==> src/rtl/wb_conmax_slave_arb.sv <==
// wb_conmax_slave_arb: per-slave-port priority/round-robin arbiter that shares one slave among NM masters
module wb_conmax_slave_arb #(
    parameter int NM = 8,
    parameter int PW = 2
) (
    input  logic          i_clk,
    input  logic          i_rst_n,
    input  logic [NM-1:0] i_req,
    input  logic [15:0]   i_conf,
    output logic [2:0]    o_gnt,
    output logic [NM-1:0] o_gnt_oh,
    output logic          o_gnt_vld,
    output logic          o_rearb
);
    localparam int NL = 1 << PW;
    typedef enum logic {IDLE, GRANT} state_t;
    state_t          r_state;
    logic [2:0]      r_gnt;
    logic [NM-1:0]   r_gnt_oh;
    logic            r_vld;
    logic            r_rearb;
    logic [2:0]      r_ptr [NL];
    logic [PW-1:0]   w_lvl [NM];
    logic [NM-1:0]   w_req_m;
    logic [PW-1:0]   w_max;
    logic [2:0]      w_win;
    logic            w_decide;
    // the releasing master is excluded from the handover decision; arbitrate on idle or release
    assign w_req_m  = (r_state == GRANT) ? (i_req & ~(NM'(1) << r_gnt)) : i_req;
    assign w_decide = (r_state == IDLE) || !i_req[r_gnt];
    // per-master priority level slices and highest level among the candidates
    always_comb begin
        w_max = '0;
        for (int i = 0; i < NM; i++) begin
            w_lvl[i] = i_conf[PW*i +: PW];
            if (w_req_m[i] && w_lvl[i] > w_max) w_max = w_lvl[i];
        end
    end
    // round-robin within the top level: scan down so the nearest index after ptr is assigned last
    always_comb begin
        w_win = r_ptr[w_max];
        for (int k = NM; k >= 1; k--)
            if (w_req_m[r_ptr[w_max] + 3'(k)] && w_lvl[r_ptr[w_max] + 3'(k)] == w_max)
                w_win = r_ptr[w_max] + 3'(k);
    end
    // grant FSM: hold while the owner requests, hand over directly or fall back to idle
    always_ff @(posedge i_clk) begin
        if (!i_rst_n) begin
            r_state  <= IDLE;
            r_gnt    <= '0;
            r_gnt_oh <= '0;
            r_vld    <= 1'b0;
            r_rearb  <= 1'b0;
            for (int l = 0; l < NL; l++) r_ptr[l] <= 3'(NM - 1);
        end else begin
            r_rearb <= 1'b0;
            if (w_decide) begin
                if (|w_req_m) begin
                    r_state      <= GRANT;
                    r_gnt        <= w_win;
                    r_gnt_oh     <= NM'(1) << w_win;
                    r_vld        <= 1'b1;
                    r_rearb      <= 1'b1;
                    r_ptr[w_max] <= w_win;
                end else begin
                    r_state  <= IDLE;
                    r_gnt_oh <= '0;
                    r_vld    <= 1'b0;
                end
            end
        end
    end
    assign o_gnt     = r_gnt;
    assign o_gnt_oh  = r_gnt_oh;
    assign o_gnt_vld = r_vld;
    assign o_rearb   = r_rearb;
endmodule
==> config.mk <==
export PLATFORM = sky130hd
export DESIGN_NAME = wb_conmax_slave_arb
export DESIGN_NICKNAME = d
export VERILOG_FILES = /design/src/rtl/wb_conmax_slave_arb.sv
export SDC_FILE = /design/constraint.sdc
export NUM_CORES = 1
export LEC_CHECK = 0
export BUFFER_PORTS_ARGS = -buffer_cell sky130_fd_sc_hd__clkbuf_2
export CORE_AREA = 8 8 110 112
export DETAILED_ROUTE_END_ITERATION = 16
export DIE_AREA = 0 0 118 120
export PLACE_DENSITY_LB_ADDON = 0.3
export SLEW_MARGIN = 10
export SYNTH_ARGS = -nofsm -noshare
export SYNTH_HDL_FRONTEND = slang
export SYNTH_SLANG_ARGS = --single-unit
==> constraint.sdc <==
create_clock -name i_clk -period 44.1 [get_ports i_clk]
set_clock_uncertainty 0.2 [all_clocks]
set_input_delay 8.82 -clock i_clk [delete_from_list [all_inputs] [get_ports i_clk]]
set_output_delay 8.82 -clock i_clk [all_outputs]
set_load 0.01 [all_outputs]
Word-level counts from Yosys, hierarchy flattened
Memories as Yosys holds them, arrays and structs flattened.
Cells that the tools add are included.
{"block": "totals", "n_memories": 1, "elab_cells": 136, "regBits": 13, "input_bits": 26, "mem_bits_rw": 12, "out_inout_bits": 13}
{"name": "r_ptr", "depth": 4, "word_bits": 3, "rd": 1, "rd_clocked_by_memory_dff": 0, "wr": 4, "line": "22", "rtl": "logic [2:0] r_ptr [NL];"}
{"block": "classes", "addsub": 7, "magnitude_cmp": 23, "bitwise": 10, "eq_ne": 7, "n_mux": 62, "n_reduce_logical": 20, "n_shift": 2}
{"operator": "$mux W2", "count": 23}
{"operator": "$bmux W2 S3", "count": 7}
{"operator": "$lt A3 B4 Y1 const B", "count": 8}
{"operator": "$ge A4 B4 Y1 const B", "count": 7}
{"operator": "$not A3 Y4", "count": 7}
{"operator": "$bmux W1 S3", "count": 8}
{"operator": "$mux W3", "count": 8}
{"operator": "$mux W8", "count": 2}
{"operator": "$shl A1 B3 Y8 const A", "count": 2}
{"operator": "$logic_and A1 B1 Y1", "count": 15}
{"operator": "$eq A2 B2 Y1", "count": 7}
{"operator": "$gt A2 B2 Y1", "count": 7}
{"operator": "$mux W1", "count": 14}
{"operator": "$add A3 B3 Y3 const B", "count": 4}
{"operator": "$and A8 B8 Y8", "count": 1}
{"operator": "$not A8 Y8", "count": 1}
{"operator": "$reduce_or A8 Y1", "count": 1}
{"operator": "$add A3 B2 Y3 const B", "count": 2}
{"operator": "$add A3 B1 Y3 const B", "count": 1}
{"operator": "$reduce_or A3 Y1", "count": 1}
{"operator": "$gt A2 B1 Y1 const B", "count": 1}
{"operator": "$reduce_and A2 Y1", "count": 1}
{"operator": "$logic_not A1 Y1", "count": 1}
{"operator": "$logic_or A1 B1 Y1", "count": 1}
{"operator": "$not A1 Y1", "count": 1}

Depth between registers and ports, before layout
Gate-level depths: netlist of the first run.
An unclocked memory read counts as a cell.
{"block": "logic_depth", "depth_word": 44, "depth_mapped": 61, "ltp_nobuf": 54}

Least setup slack after synthesis of the first run
OpenSTA, ideal clock, no wires.
{"block": "synth_timing", "kind": "in2reg", "from": "input i_conf[1]", "to": "register r_gnt_oh[2], in the netlist o_gnt_oh[2]", "path_slack_ps": 23274, "path_stages": 56, "arrival_time_ps": 20525, "setup_time_ps": 101, "n_path_buf": 6, "required_ps": 43799, "path_cell_list": "inv_1 > nor3_1 > inv_1 > ha_1 > nor2b_1 > o2111ai_2 > mux2_2 > ha_1 > o21bai_1 > a31o_2 > a211oi_1 > ha_1 > nor2_1 > o2111ai_1 > a21oi_1 > mux2_2 > ha_1 > nor2_1 > [20 not listed] > and2_1 > buf_4 > nor2_8 > buf_1 > clkbuf_1 > ha_1 > clkbuf_1 > o21ai_1 > nand2_1 > mux4_2 > xnor2_1 > nor3_2 > o21ba_1 > o211ai_1 > a21oi_1 > or2_1 > buf_2 > o41ai_1"}
{"block": "synth_via", "elab_chain_len": 41, "elab_cells_between_ends": 97, "cone_classes": "add/sub: 7; order compare: 8; eq/ne: 7; shift: 1; mux: 51; bitwise: 7; reduce/logical: 15; memory: 1"}
{"item": "start: declaration", "line": "9", "rtl": "input logic [15:0] i_conf,"}
{"item": "$gt A2 B1 Y1", "line": "36", "rtl": "if (w_req_m[i] && w_lvl[i] > w_max) w_max = w_lvl[i];"}
{"item": "$logic_and A1 B1 Y1", "line": "36"}
{"item": "$mux W2", "line": "36"}
{"item": "$gt A2 B2 Y1", "line": "36"}
{"item": "$logic_and A1 B1 Y1", "line": "36"}
{"item": "$mux W2", "line": "36"}
{"item": "$gt A2 B2 Y1", "line": "36"}
{"item": "$logic_and A1 B1 Y1", "line": "36"}
{"item": "[19 not listed]"}
{"item": "$bmux W2 S3", "line": "43", "rtl": "if (w_req_m[r_ptr[w_max] + 3'(k)] && w_lvl[r_ptr[w_max] + 3'(k)] == w_max)"}
{"item": "$mux W2 (implied by the code) (2 in a row)", "line": "43"}
{"item": "$eq A2 B2 Y1", "line": "43"}
{"item": "$logic_and A1 B1 Y1", "line": "43"}
{"item": "$mux W3 (6 in a row)", "line": "43"}
{"item": "$mux W3 (*)", "line": "43"}
{"item": "$shl A1 B3 Y8 (*)", "line": "61", "rtl": "r_gnt_oh <= NM'(1) << w_win;"}
{"item": "$mux W8 (*)", "line": "58", "rtl": "if (|w_req_m) begin"}
{"item": "end signal: assignment", "line": "61"}
{"item": "end: declaration", "line": "19", "rtl": "logic [NM-1:0] r_gnt_oh;"}
Mark *: on every way between the ends. The rest lies on a longest branch, timed or not. The select of a mux whose other input is x is not followed.
A chain may end at the register's enable or synchronous reset.

==> results.toml, run 1 <==
[setup_path]
worstPathRequired_ps = 43900
slowest_delay_ps = 710
path_max_fanout = 26
r2r_slack_ps = 28680
critical_path_depth = 54
cp_common_cell = "ha_1"
cp_top_family = "simple AND/OR/NAND/NOR gates"
crit_path_start = "i_conf[1]"
rr_startpoint = "o_gnt[0]"
cpMaxStageDelayCell = "a211oi_1"
critPathCapture = "r_ptr[2][0]"
worstSetupStartpointType = "input port"
crit_type = "in -> reg"
critPathBufInv = 6
rr_endpoint = "r_ptr[2][0]"
crit_path_end_kind = "flip-flop"
cp_data_arrival_time_ps = 23320
reg2reg_depth = 53

[clocking]
hold_buffers = 0
cts_buffers = 3
cts_tree = "done"
cts_root_buf = "clkbuf_8"
clock-sinks = 25
clk_latency_ps = 260
htreeDepth = 1
cts.path.max_buffers = 2
postCtsSetupRepairBufs = 0
post_cts_resized = 0
clkTransAtPathRegs_ps = 80

[yosys]
synthCells = 628
synth_top_flop_cell = "dfxtp_1"
synth_edf_count = 12
syn-num-nets = 666
ys_ff_latch = 25
synth_cell_types = 82
synth-async-reset-ratio = 0
synth_area_mm2 = 0.00453
yosysWarnings = 0
synth_area_per_cell_um2 = 7.22
yosysSeqAreaShare = 0.137

[floorplan]
fp.dieW_um = 118
start_util = 0.431
die-area_mm2 = 0.0142
die_y_um = 120
ios = 39
rows = 38
core_area_mm2 = 0.0105

[routing]
antenna_left = 0
vias_per_cell = 6.79
wl_per_cell_um = 22.3
first_pass_iters = 5
wirelength_mm = 17.2
drc = 0
num_vias = 5250
drt_iter0_markers = 600

[place]
hpwl_mm = 12.8
gp_congestion = 0.974
io_buffers = 38

[grt]
grt_pass1_wl_mm = 27.0
grt_max_degree = 49
groute.usage.overall = 0.232
grt_pass1_vias = 4900
antenna_found_initial = 0
overflow = 0

[run_status]
status = "completed"

[cells_and_area]
n_antenna_cell = 0
area_growth_pct = 5.66
layout.nets = 672
drive_gt1_frac = 0.131
most-common-layout-cells = "nand2_1 (100), nor2_1 (39), clkbuf_2 (38), o21ai_0 (28), a211oi_1 (27)"
nFillCells = 1092
layout_commonest_cell = "nand2_1"

[sta]
setup_viol_count_final = 0
post-route-min-period_ps = 23520
fin_tns_setup_ps = 0
slew_viol_final = 0
slew_headroom = 0.437
hold_viol_final = 0
period_share = 0.533
rsz0062_at_grt = "false"
tightestPinTransition_ps = 832
max_freq_mhz = 42.5

[run]
drv_cap = 0

[worst_hold_path]
hp-class = "reg -> reg"
hold_depth = 2
-- worst min-delay path by stage --
stage	start	endpoint
after CTS	o_gnt_oh[1]	o_gnt_oh[1]
final	o_gnt_oh[1]	o_gnt_oh[1]
after global placement	o_gnt_oh[1]	o_gnt_oh[1]
after global routing	o_gnt_oh[6]	o_gnt_oh[6]
after detailed placement	o_gnt_oh[1]	o_gnt_oh[1]
after floorplan	o_gnt_oh[4]	o_gnt_oh[4]
-- metal layers --
layer | vias up | track usage | part of all wire | routed length, um
li1 | 2395 | - | - | -
met1 | 2470 | 0.317 | 0.43 | 7450
met2 | 328 | 0.363 | 0.44 | 7570
met5 | - | 0 | 0 | 0
met3 | 57 | 0.0240 | 0.088 | 1520
met4 | 0 | 0.107 | 0.039 | 675
-- synth_stat cells, types with 13 or more instances --
| cell type | count | area [um2] |
|---|---|---|
| a21oi_1 | 26 | 130 |
| nand2_1 | 100 | 375 |
| clkbuf_1 | 23 | 86.3 |
| inv_1 | 21 | 78.8 |
| buf_2 | 14 | 70.1 |
| o21ai_0 | 28 | 140 |
| nand2b_1 | 25 | 156 |
| nor2_1 | 39 | 146 |
| nor3_1 | 22 | 110 |
| a22oi_1 | 19 | 143 |
| nand3_1 | 18 | 90.1 |
| mux2i_1 | 25 | 250 |
| a211oi_1 | 27 | 203 |
| dfxtp_1 | 13 | 260 |
-- cell type report --
cell class                 count  area [um2]  share of cell area
inverter                      25        96.3              0.0201
sequential                    25         621               0.130
clock buffer                   4        45.0             0.00940
multi-input combinational    532        3590               0.751
tap                          140         175              0.0366
timing repair buffer          47         258              0.0538
-- sequential cells by signal, summed over array words and instances, names as in the netlist --
signal	cells
o_gnt	3
r_ptr	12
o_gnt_vld	1
o_rearb	1
o_gnt_oh	8
-- cells by family after synthesis --
family	Yosys count	synth area share
multiplexers	41	0.112
buffers and inverters	71	0.0731
adder cells (fa/ha/maj)	12	0.0331
XOR/XNOR	11	0.0229
flip-flops	25	0.137
AND/OR/NAND/NOR	271	0.304
AO/OA/AOI/OAI	197	0.317
-- worst min-delay path: cells and delay by family, from the launching register on --
kind             cells  cell delay [ps]
AND/OR/NAND/NOR      1               50
AO/OA/AOI/OAI        1               50
flip-flops           1              340
-- stage by stage --
step | cells | instance area [um2] | worst slack, ps | utilization | hold WS [ps]
3_5_place_dp | 769 | 4740 | 20560 | 0.452 | 233
6_report | 773 | 4790 | 20580 | 0.456 | 260
4_1_cts | 773 | 4790 | 20830 | 0.456 | 262
2_1_floorplan | 628 | 4530 | 23270 | - | 275
3_3_place_gp | 769 | 4740 | 20960 | 0.452 | 231
5_1_grt | 773 | 4790 | 19610 | 0.456 | 284
Power of run 1 is left out: the tool's default activity adds up to more than one toggle a clock period on the data nets, which glitch-free logic cannot reach.
==> run 2, diff against run 1 <==
Clock period 44.1 ns to 22 ns, I/O delays scaled along.
==> results.toml, run 2 (same netlist as run 1, synthesis figures left out) <==
[sta]
max_freq_mhz = 52.9
slew_headroom = 0.406
fin_tns_setup_ps = 0
post-route-min-period_ps = 18920
holdWs_ps = 259
rsz0062_at_grt = "false"
hold_viol_final = 0
tightestPinTransition_ps = 876
slew_viol_final = 0
period_share = 0.860
setup_viol_count_final = 0

[floorplan]
die_y_um = 120
die-area_mm2 = 0.0142
start_util = 0.431
ios = 39
core_area_mm2 = 0.0105
fp.dieW_um = 118
rows = 38

[clocking]
cts_buffers = 3
clock-sinks = 25
post_cts_resized = 0
clkTransAtPathRegs_ps = 80
htreeDepth = 1
clk_latency_ps = 260
cts_root_buf = "clkbuf_8"
postCtsSetupRepairBufs = 0
hold_buffers = 0
cts.path.max_buffers = 2
cts_tree = "done"

[setup_path]
crit_path_start = "i_conf[1]"
cp_common_cell = "ha_1"
worstSetupStartpointType = "input port"
cpMaxStageDelayCell = "a211oi_1"
reg2reg_depth = 54
slowest_delay_ps = 730
crit_path_end_kind = "flip-flop"
cp_data_arrival_time_ps = 18720
r2r_slack_ps = 6730
path_max_fanout = 28
crit_type = "in -> reg"
rr_startpoint = "o_gnt[0]"
worstPathRequired_ps = 21810

[cells_and_area]
top_register = "r_ptr"
nFillCells = 1113
area_growth_pct = 5.66
drive_gt1_frac = 0.131
layout.nets = 672
layout_commonest_cell = "nand2_1"
n_antenna_cell = 0
most-common-layout-cells = "nand2_1 (100), nor2_1 (39), clkbuf_2 (38), o21ai_0 (28), a211oi_1 (27)"
finalInstanceArea_mm2 = 0.00479
largest_register_ffs = 12

[worst_hold_path]
hold_start = "o_gnt_oh[0]"
hp-class = "reg -> reg"
hold_depth = 2

[routing]
drc = 0
first_pass_iters = 5
antenna_left = 0
drt_iter0_markers = 715
num_vias = 5215
wirelength_mm = 17.3
vias_per_cell = 6.75
wl_per_cell_um = 22.4

[grt]
grt_max_degree = 31
antenna_found_initial = 0
grt_pass1_vias = 4899
grt_pass1_wl_mm = 27.6
overflow = 0
groute.usage.overall = 0.240

[run_status]
status = "completed"

[place]
dpl-instance-area_mm2 = 0.00474
gp_congestion = 1.00
io_buffers = 38
hpwl_mm = 13.2

[run]
drv_cap = 0
run 2: cell counts in the layout (fill, tap and decap cells not counted):
No cell type changed its count.
run 2: path summary, 6_finish.rpt:
| path | end |
|---|---|
| max | r_ptr[2][1] |
| min | o_gnt_oh[0] |
| max reg2reg | r_ptr[2][1] |
| min reg2reg | o_gnt_oh[0] |
run 2: final cells by class:
cell class,count,area [um2],area share
clock buffers,4,45.0,0.00940
inverters,25,96.3,0.0201
multi-input cells,532,3590,0.751
flip-flops and latches,25,621,0.130
well taps,140,175,0.0366
repair buffers,47,258,0.0538
run 2: critical path, delay by kind of cell:
family / cells / cell delay [ps]
muxes: 6 / 2160
and+or+nand+nor: 19 / 4130
buffers and inverters: 6 / 1350
adders and majority gates: 8 / 2690
AOI/OAI and AO/OA: 16 / 3930
run 2: metal layers:
layer  vias up  share of wire  GRT usage
met5         -              0          0
li1       2382              -          -
met1      2492           0.44      0.325
met3        58          0.078     0.0277
met4         0          0.054      0.127
met2       283           0.43      0.367
run 2: stage by stage:
stage | setup WS [ps] | utilization | instances
final | 3080 | 0.456 | 773
after global routing | 2010 | 0.456 | 773
after global placement | 3510 | 0.452 | 769
after detailed placement | 2990 | 0.452 | 769
after CTS | 3220 | 0.456 | 773
after floorplan | 5590 | - | 628
Power of run 2 is left out for the same reason.
==> run 3, diff against run 2 <==
Settings changed: BUFFER_PORTS_ARGS -buffer_cell sky130_fd_sc_hd__clkbuf_2 to unset, CELL_PAD_IN_SITES_DETAIL_PLACEMENT set to 1, CELL_PAD_IN_SITES_GLOBAL_PLACEMENT set to 1, CTS_BUF_LIST set to sky130_fd_sc_hd__clkbuf_8, DONT_BUFFER_PORTS set to 1.
==> results.toml, run 3 (same netlist as run 1, synthesis figures left out) <==
[run_status]
status = "completed"

[setup_path]
critical_path_depth = 53
cp_data_arrival_time_ps = 18790
cpMaxStageDelayCell = "a211oi_1"
worstSetupStartpointType = "input port"
cp_top_family = "simple AND/OR/NAND/NOR gates"
slowest_delay_ps = 740
critPathBufInv = 5
crit_type = "in -> reg"
reg2reg_depth = 53
path_max_fanout = 26
worstPathRequired_ps = 21800
cp_common_cell = "ha_1"
crit_path_end_kind = "flip-flop"

[floorplan]
start_util = 0.431
rows = 38
die_y_um = 120
fp.dieW_um = 118
ios = 39
die-area_mm2 = 0.0142
core_area_mm2 = 0.0105

[clocking]
cts_buffers = 3
cts.path.max_buffers = 2
cts_tree = "done"
cts_root_buf = "clkbuf_8"
postCtsSetupRepairBufs = 0
clkTransAtPathRegs_ps = 90
clock-sinks = 25
clk_latency_ps = 270
htreeDepth = 1
hold_buffers = 0
post_cts_resized = 0

[grt]
grt_pass1_vias = 5049
overflow = 0
groute.usage.overall = 0.255
grt_pass1_wl_mm = 29.3
grt_max_degree = 47
antenna_found_initial = 0

[sta]
slew_viol_final = 0
post-route-min-period_ps = 18980
setup_viol_count_final = 0
hold_viol_final = 0
rsz0062_at_grt = "false"
period_share = 0.863
max_freq_mhz = 52.7
holdWs_ps = 319
fin_tns_setup_ps = 0
tightestPinTransition_ps = 901
slew_headroom = 0.390

[place]
hpwl_mm = 14.2
io_buffers = 0
gp_congestion = 0.974

[cells_and_area]
drive_gt1_frac = 0.0773
nFillCells = 1332
layout_commonest_cell = "nand2_1"
most-common-layout-cells = "nand2_1 (100), nor2_1 (39), o21ai_0 (28), a211oi_1 (27), a21oi_1 (26)"
area_growth_pct = 1.49
multi_input_area_mm2 = 0.00359
layout.nets = 634
top_register = "r_ptr"
n_antenna_cell = 0
regArea_um2 = 621
largest_register_ffs = 12

[worst_hold_path]
hp-class = "reg -> reg"
hold_depth = 2

[routing]
drt_iter0_markers = 423
wl_per_cell_um = 25.4
first_pass_iters = 5
antenna_left = 0
wirelength_mm = 18.7
vias_per_cell = 6.94
num_vias = 5100
drc = 0

[run]
drv_cap = 0
-- run 3: final timing paths --
path | from | slack (ps) | end
worst max-delay path | i_conf[1] | 3020 | r_ptr[0][0]
worst min-delay path | o_gnt_oh[0] | 320 | o_gnt_oh[0]
worst max register to register | o_gnt[1] | 6440 | r_ptr[0][0]
worst min register to register | o_gnt_oh[0] | 320 | o_gnt_oh[0]
-- run 3: metrics by stage --
step	util	std cells	setup slack [ps]	area, um2
6_report	0.438	735	3020	4600
5_1_grt	0.438	735	2150	4600
4_1_cts	0.438	735	3210	4600
3_5_place_dp	0.433	731	2930	4550
3_3_place_gp	0.433	731	3640	4550
2_1_floorplan	-	628	5590	4530
-- run 3: worst reg2reg max path, delay by kind of cell, from the launching register on --
family          cells  cell delay (ps)
mux                 5             1810
compound gates     16             3640
fa+ha+maj           8             2530
flops               1              690
simple gates       20             5290
buf+inv             4             1100
-- run 3: final cells by class --
class / count / area share
multi-input cells: 532 / 0.781
flip-flops and latches: 25 / 0.135
well taps: 140 / 0.0381
inverters: 25 / 0.0209
repair buffers: 9 / 0.0147
clock buffers: 3 / 0.00897
clock inverters: 1 / 0.00109
-- run 3: per-layer routing --
metal	vias to the layer above	track usage	wire, um
met5	-	0	0
met4	0	0.127	773
met3	52	0.0371	1420
met2	230	0.406	8520
met1	2509	0.331	7970
li1	2309	-	-
Power of run 3 is left out for the same reason.
